### config.mk
export PLATFORM = sky130hd
export DESIGN_NAME = alu_sequencer
export DESIGN_NICKNAME = d
export VERILOG_FILES = /design/src/rtl/alu_pkg.sv /design/src/rtl/alu_sequencer.sv
export SDC_FILE = /design/constraint.sdc
export NUM_CORES = 1
export LEC_CHECK = 0
export ABC_AREA = 1
export CAP_MARGIN = 20
export CELL_PAD_IN_SITES_DETAIL_PLACEMENT = 1
export CELL_PAD_IN_SITES_GLOBAL_PLACEMENT = 1
export CORE_UTILIZATION = 35
export CTS_CLUSTER_DIAMETER = 200
export DETAILED_ROUTE_END_ITERATION = 7
export PLACE_DENSITY = 0.72
export SYNTH_ARGS = -nofsm -noshare
export SYNTH_HDL_FRONTEND = slang
export SYNTH_SLANG_ARGS = --single-unit
### constraint.sdc
create_clock -name clk -period 4.8 [get_ports clk]
set_input_delay 0.48 -clock clk [delete_from_list [all_inputs] [get_ports clk]]
set_output_delay 0.48 -clock clk [all_outputs]
set_load 0.01 [all_outputs]
### src/rtl/alu_pkg.sv
// Shared definitions for the byte-serial ALU sequencer and the 8-bit alu it drives.
package alu_pkg;

    localparam logic [1:0] OP_ADD = 2'b00;
    localparam logic [1:0] OP_SUB = 2'b01;
    localparam logic [1:0] OP_AND = 2'b10;
    localparam logic [1:0] OP_OR  = 2'b11;

    localparam int ALU_W = 8;

    typedef enum logic [1:0] {
        IDLE = 2'b00,
        PASS = 2'b01,
        FIX  = 2'b10,
        DONE = 2'b11
    } seq_state_t;

endpackage

### src/rtl/alu_sequencer.sv
// Runs one NBYTES-wide ADD/SUB/AND/OR through an external 8-bit combinational alu,
// least-significant byte first, chaining carry/borrow with an extra +1/-1 fix-up pass.
module alu_sequencer
    import alu_pkg::*;
#(
    parameter int NBYTES = 4
) (
    input  logic                  clk,
    input  logic                  rst,
    input  logic                  req_valid,
    output logic                  req_ready,
    input  logic [1:0]            req_opcode,
    input  logic [8*NBYTES-1:0]   req_a,
    input  logic [8*NBYTES-1:0]   req_b,
    output logic                  rsp_valid,
    input  logic                  rsp_ready,
    output logic [8*NBYTES-1:0]   rsp_res,
    output logic                  rsp_carry,
    output logic [1:0]            alu_opcode,
    output logic [ALU_W-1:0]      alu_a,
    output logic [ALU_W-1:0]      alu_b,
    input  logic [ALU_W-1:0]      alu_res,
    input  logic                  alu_carry
);

    localparam int W    = 8 * NBYTES;
    localparam int IDXW = (NBYTES > 1) ? $clog2(NBYTES) : 1;

    seq_state_t             state;
    logic [IDXW-1:0]        idx;
    logic [IDXW-1:0]        next_idx;
    logic                   chain;
    logic                   c1_q;
    logic [W-1:0]           a_q;
    logic [W-1:0]           b_q;
    logic [W-1:0]           res_q;
    logic [W-1:0]           res_next;
    logic [ALU_W-1:0]       next_a;
    logic [ALU_W-1:0]       next_b;
    logic                   arith;
    logic                   last;
    logic                   need_fix;
    logic                   adv_chain;

    // The byte written back is always the current alu_res, whether from a plain pass or a fix-up.
    always_comb begin
        arith     = ~alu_opcode[1];
        last      = (idx == IDXW'(NBYTES - 1));
        next_idx  = idx + 1'b1;
        need_fix  = (state == PASS) && arith && chain;
        adv_chain = (state == FIX) ? (c1_q | alu_carry) : (arith & alu_carry);
        res_next  = res_q;
        res_next[8*idx +: 8] = alu_res;
        next_a    = a_q[8*next_idx +: 8];
        next_b    = b_q[8*next_idx +: 8];
    end

    always_ff @(posedge clk) begin
        if (rst) begin
            state      <= IDLE;
            req_ready  <= 1'b1;
            rsp_valid  <= 1'b0;
            rsp_res    <= '0;
            rsp_carry  <= 1'b0;
            alu_opcode <= OP_ADD;
            alu_a      <= '0;
            alu_b      <= '0;
            idx        <= '0;
            chain      <= 1'b0;
            c1_q       <= 1'b0;
            a_q        <= '0;
            b_q        <= '0;
            res_q      <= '0;
        end else begin
            case (state)
                IDLE: begin
                    if (req_valid) begin
                        a_q        <= req_a;
                        b_q        <= req_b;
                        alu_opcode <= req_opcode;
                        alu_a      <= req_a[7:0];
                        alu_b      <= req_b[7:0];
                        idx        <= '0;
                        chain      <= 1'b0;
                        req_ready  <= 1'b0;
                        state      <= PASS;
                    end
                end
                PASS, FIX: begin
                    if (need_fix) begin
                        // Fold the incoming carry/borrow in as a +1/-1 on this byte's raw result.
                        alu_a <= alu_res;
                        alu_b <= 8'h01;
                        c1_q  <= alu_carry;
                        state <= FIX;
                    end else begin
                        res_q <= res_next;
                        chain <= adv_chain;
                        if (last) begin
                            rsp_res   <= res_next;
                            rsp_carry <= adv_chain;
                            rsp_valid <= 1'b1;
                            state     <= DONE;
                        end else begin
                            idx   <= next_idx;
                            alu_a <= next_a;
                            alu_b <= next_b;
                            state <= PASS;
                        end
                    end
                end
                DONE: begin
                    if (rsp_ready) begin
                        rsp_valid <= 1'b0;
                        req_ready <= 1'b1;
                        state     <= IDLE;
                    end
                end
                default: state <= IDLE;
            endcase
        end
    end

endmodule

Word-level counts from Yosys, hierarchy flattened:

Index checks and enable logic that the tools add are counted.

* add/subtract/negate cells: 2
* bitwise gates (word level): 4
* muxes and demuxes: 28
* shift-type cells: 4
* reduce and logical (&&, ||, !) cells: 17
* eq/ne operators: 10

Operators with widths (number)
* 32-bit by 6-bit indexed part select with 8-bit output: 2
* 8-bit 2-to-1 mux: 6
* 5-bit negator with 34-bit output: 1
* 8-bit by 34-bit variable shift with 32-bit output (first input constant): 1
* 8-bit by 34-bit indexed part select with 32-bit output: 1
* 32-bit bitwise mux: 1
* 8-bit case mux with 2 select lines: 2
* 2-bit 2-to-1 mux: 7
* 3-bit AND reduction: 4
* 2-bit != test (second input constant): 5
* 2-bit AND reduction: 4
* 4-bit AND reduction: 2
* 1-bit 2-to-1 mux: 7
* 2-bit == test (second input constant): 3
* 1-bit case mux with 2 select lines: 3
* 2-bit case mux with 3 select lines: 1
* 2-bit nonzero test: 3
* 2-bit case mux with 2 select lines: 1
* 3-bit != test (second input constant): 1
* 2-bit by 1-bit adder with 2-bit output (second input constant): 1
* 2-bit by 1-bit == test with 1-bit output (second input constant): 1
* 1-bit logical AND: 2
* 2-bit logical NOT: 1
* 1-bit inverter: 2
* other kinds (3): 3

* register bits after elaboration: 155
* logic and storage cells: 79

Logic depth before layout (Yosys ltp):

* word-level depth: 5
* depth in mapped cells: 11
* depth with buffers taken out: 10

Worst setup path after synthesis:

No wires, ideal clock.

* kind: register to register
* start: register idx[0]
* end: register alu_b[1]
* path buffers: 3
* data arrival time: 1760 ps
* slack: 2931 ps
* cell stages (with the launch flop): 12
* data required time: 4691 ps
* cells stage by stage: dfxtp_1 buf_6 inv_2 buf_2 ha_1 inv_2 clkbuf_1 nand3_1 nand3_1 nand3_1 nand2_1 inv_1

* longest elaborated chain between the ends: 5
* elaborated cells on any way between the ends: 8

Ends and longest elaborated chain
* start, declared: RTL line alu_sequencer.sv:30 `logic [IDXW-1:0] idx;`
* start signal, assigned: RTL line alu_sequencer.sv:105 `idx <= next_idx;`
* 2-bit by 1-bit adder with 2-bit output: RTL line alu_sequencer.sv:49 `next_idx = idx + 1'b1;`
* 32-bit by 6-bit indexed part select with 8-bit output: RTL line alu_sequencer.sv:55 `next_b = b_q[8*next_idx +: 8];`
* 8-bit 2-to-1 mux: RTL line alu_sequencer.sv:99 `if (last) begin`
* 8-bit 2-to-1 mux: RTL line alu_sequencer.sv:90 `if (need_fix) begin`
* 8-bit case mux with 2 select lines: RTL line alu_sequencer.sv:75 `case (state)`
* end signal, assigned: RTL line alu_sequencer.sv:82 `alu_b <= req_b[7:0];`
* end signal, assigned: RTL line alu_sequencer.sv:107 `alu_b <= next_b;`
* end, declared: RTL line alu_sequencer.sv:21 `output logic [ALU_W-1:0] alu_b,`

Several ways; a longest one is shown, not always the timed one. The select of a mux whose other input is x is not followed.
A chain may end at the register's enable or synchronous reset.

Final worst setup path:

* start: register idx[0]
* end: register rsp_res[24]

* longest elaborated chain between the ends: 3
* elaborated cells on any way between the ends: 6

Ends and longest elaborated chain
* 5-bit negator with 34-bit output: RTL line alu_sequencer.sv:53 `res_next[8*idx +: 8] = alu_res;`
* 8-bit by 34-bit indexed part select with 32-bit output / 8-bit by 34-bit variable shift with 32-bit output (equally long branches): RTL line alu_sequencer.sv:53
* 32-bit bitwise mux: RTL line alu_sequencer.sv:53
* end signal, assigned: RTL line alu_sequencer.sv:100 `rsp_res <= res_next;`
* end, declared: RTL line alu_sequencer.sv:17 `output logic [8*NBYTES-1:0] rsp_res,`

Several ways; a longest one is shown, not always the timed one.

==> results.sh <==
export IMPL_wl_per_cell_um=15.18
export IMPL_multi_input_area_mm2=0.003291
export IMPL_yosysSeqAreaShare_pct=43.55
export IMPL_cts_setup_buffers=0
export IMPL_tightestPinTransition_ns=0.9247
export IMPL_postCtsHoldBufs=0
export IMPL_synth_mux_area_share_pct=0
export IMPL_grt_max_degree=98
export IMPL_cts_tree="built"
export IMPL_vias_per_cell=4.835
export IMPL_grt_ovfl_total=0
export IMPL_avgSynthCellArea_um2=6.734
export IMPL_rsz0062_at_grt="false"
export IMPL_vias=6914
export IMPL_synth_top_cell_area_share_pct=43.55
export IMPL_crit_path_frequent_cell="nor2_1"
export IMPL_crit_start="idx[0]"
export IMPL_syn_to_final_growth_pct=27.64
export IMPL_io_buffers=131
export IMPL_final_cell_count_no_fill=1430
export IMPL_crit_arrival_ns=3.05
export IMPL_synthTopCellsByArea="dfxtp_1 44%, nor2_1 13%, nand2_1 9.7%"
export IMPL_async_flop_share_pct=0
export IMPL_power_w=0.003744
export IMPL_hpwl_um=14700
export IMPL_initial_core_util_pct=36.13
export IMPL_dp_cells=1398
export IMPL_cp_slowest_stage_delay_ns=0.56
export IMPL_drc=0
export IMPL_fin_crit_sh_pct=55.91
export IMPL_period_needed_ns=2.684
export IMPL_setup_viol=0
export IMPL_fin_setup_tns_ns=0
export IMPL_synth_warnings=0
export IMPL_synth_cells=1058
export IMPL_netlist_area_mm2=0.007124
export IMPL_reg2reg_slack_ns=2.12
export IMPL_r2r_end="rsp_res[24]"
export IMPL_synth_adder_area_share_pct=1.932
export IMPL_slew_headroom_pct=38.36
export IMPL_maxCapViolCount=0
export IMPL_yosys_area_share_simple_pct=28.61
export IMPL_synth_common_cells="238 x nor2_1, 185 x nand2_1, 155 x dfxtp_1"
export IMPL_critPathMaxFanout=54
export IMPL_ios=132
export IMPL_synth_nets=1148
export IMPL_rr_startpoint="idx[0]"
export IMPL_die_y_um=144.7
export IMPL_synth_cell_types=29
export IMPL_diodes=0
export IMPL_ant_nets=0
export IMPL_area_sequential_mm2=0.003104
export IMPL_htree_levels=4
export IMPL_clk_pin_slew_ns=0.06
export IMPL_ff2ff_path_depth=10
export IMPL_dr_pass1_iters=4
export IMPL_skew_ns=0.01121
export IMPL_grt_pass1_wl_um=34850
export IMPL_finalNetCount=1242
export IMPL_dieArea_mm2=0.02093
export IMPL_synth_top_area_cell="dfxtp_1"
export IMPL_cpMaxStageDelayCell="ha_1"
export IMPL_crit_chain="buf_4 > ha_1 > nand2_2 > clkinv_2 > nand2_4 > inv_4 > nor2_1 > nor2_1 > o21ai_1 > inv_1"
export IMPL_whs_path_depth=2
export IMPL_rows=51
export IMPL_max_freq_mhz=372.6
export IMPL_outcome="finished clean"
export IMPL_synth_top_family_by_area="simple AND/OR/NAND/NOR gates"
export IMPL_clkLatencyLatePin_ns=0.43
export IMPL_die_width_um=144.7
export IMPL_synth_edff_count=0
export IMPL_gp_congestion=0.7549
export IMPL_grt_pass1_vias=6862
export IMPL_cts_buffer_depth=2
export IMPL_grt_total_usage_pct=21.65
export IMPL_power_density_mw_per_mm2=411.7
export IMPL_total_leakage_power_nw=3.881
export IMPL_drt_total_wl_um=21710
export IMPL_synth_xor_area_share_pct=0
export IMPL_fillCellCount=2534
export IMPL_antenna_found_initial=0
export IMPL_fin_util_pct=46.12
export IMPL_ir_worst_vdd_mv=0.3180
export IMPL_critPathCaptureType="flop"
export IMPL_required_ns=5.17
export IMPL_root_buffer="clkbuf_16"
export IMPL_slew_violations=0
export IMPL_drt_iter0_drc=273
export IMPL_synth_compound_area_share_pct=15.61
export IMPL_ys_flop_type="dfxtp_1"
export IMPL_clkSinkCount=155
export IMPL_ys_seq_elements=155
export IMPL_synth_most_common_cell="nor2_1"
export IMPL_critical_path_class="flop to flop"
export IMPL_startpoint_type="flop"
export IMPL_ctsResizeCount=0
export IMPL_cts_buffers_inserted=17
export IMPL_hold_viol=0
export IMPL_min_from="a_q[4]"
export IMPL_layout_drive_gt1_share_pct=5.408
export IMPL_whs_endpoint="a_q[4]"
export IMPL_hold_class="flop to flop"
export IMPL_fp_coreArea_mm2=0.01972
[final cells by class]
class,instances,share of cell area [%]
multi-input combinational,732,36.19
tap,265,3.646
timing repair buffer,138,15.00
clock buffer,19,4.981
sequential,155,34.14
inverter,108,4.499
clock inverter,13,1.555
[per-layer routing]
layer / vias up / part of all wire, % / wire length [um] / GRT usage (%)
met5: - / 0 / 0 / 0
met4: 0 / 0.72 / 156 / 5.873
li1: 3518 / - / - / -
met1: 3244 / 46 / 10010 / 27.11
met2: 141 / 49 / 10740 / 38.21
met3: 11 / 3.7 / 806 / 3.554
[stage by stage]
step | worst slack [ns] | hold slack (ns) | cell area [um2]
after floorplan | 2.931 | 0.4286 | 7124
after global placement | 2.081 | 0.4430 | 8499
after detailed placement | 2.060 | 0.4467 | 8499
after CTS | 2.043 | 0.4565 | 9094
after global routing | 1.804 | 0.4756 | 9094
final | 2.116 | 0.4556 | 9094
[cells by family after synthesis]
kind of cell	after synthesis
AO/OA/AOI/OAI	216
adder cells (fa/ha/maj)	11
buffers and inverters	171
flip-flops	155
AND/OR/NAND/NOR	505
[power breakdown]
part           switching, W  leakage [nW]  internal, W
logic              0.000551          2.32     0.000326
clock network      0.000568         0.286     0.000796
registers         0.0000743          1.27      0.00143
total               0.00119          3.88      0.00255
[state kept, by name, summed over array words and instances (netlist names)]
| signal | flops |
|---|---|
| res_q | 32 |
| alu_opcode | 2 |
| req_ready | 1 |
| rsp_res | 32 |
| a_q | 32 |
| state | 2 |
| alu_a | 8 |
| alu_b | 8 |
| c1_q | 1 |
| b_q | 32 |
| rsp_valid | 1 |
| chain | 1 |
| rsp_carry | 1 |
| idx | 2 |
[cells in the final DEF (no fill, tap or decap)]
cell type,instances
clkinv_4,3
inv_6,2
clkbuf_8,2
nand2_2,2
buf_4,7
a21oi_2,5
nand2_4,2
clkinvlp_4,3
or2_2,4
dfxtp_2,1
clkbuf_16,17
or2_1,3
nor2_4,1
dfxtp_1,154
nand4_1,3
nand3_2,1
clkdlybuf4s50_1,131
inv_2,4
a21oi_1,59
o21ai_1,8
bufinv_16,2
o21ai_0,135
inv_4,1
nor2_1,238
inv_1,99
nand3_1,65
o22ai_1,8
o21bai_1,1
ha_1,11
clkinv_2,4
clkinv_1,3
nand2_1,184
nor2_2,2
[critical path: cells and delay by family, from the launching register on]
family / cells / cell delay [ns]
adder cells (fa/ha/maj): 1 / 0.56
flip-flops: 1 / 0.33
AND/OR/NAND/NOR: 4 / 0.60
AO/OA/AOI/OAI: 1 / 0.08
buffers and inverters: 4 / 1.03
[worst max path at each step]
stage	endpoint	cells past startpoint
after global placement	alu_b[1]	10
after CTS	alu_b[1]	10
after global routing	rsp_res[20]	10
final	rsp_res[24]	10
after detailed placement	alu_b[1]	10
after floorplan	alu_b[1]	11
No activity file was read; power rests on OpenSTA's default activity.
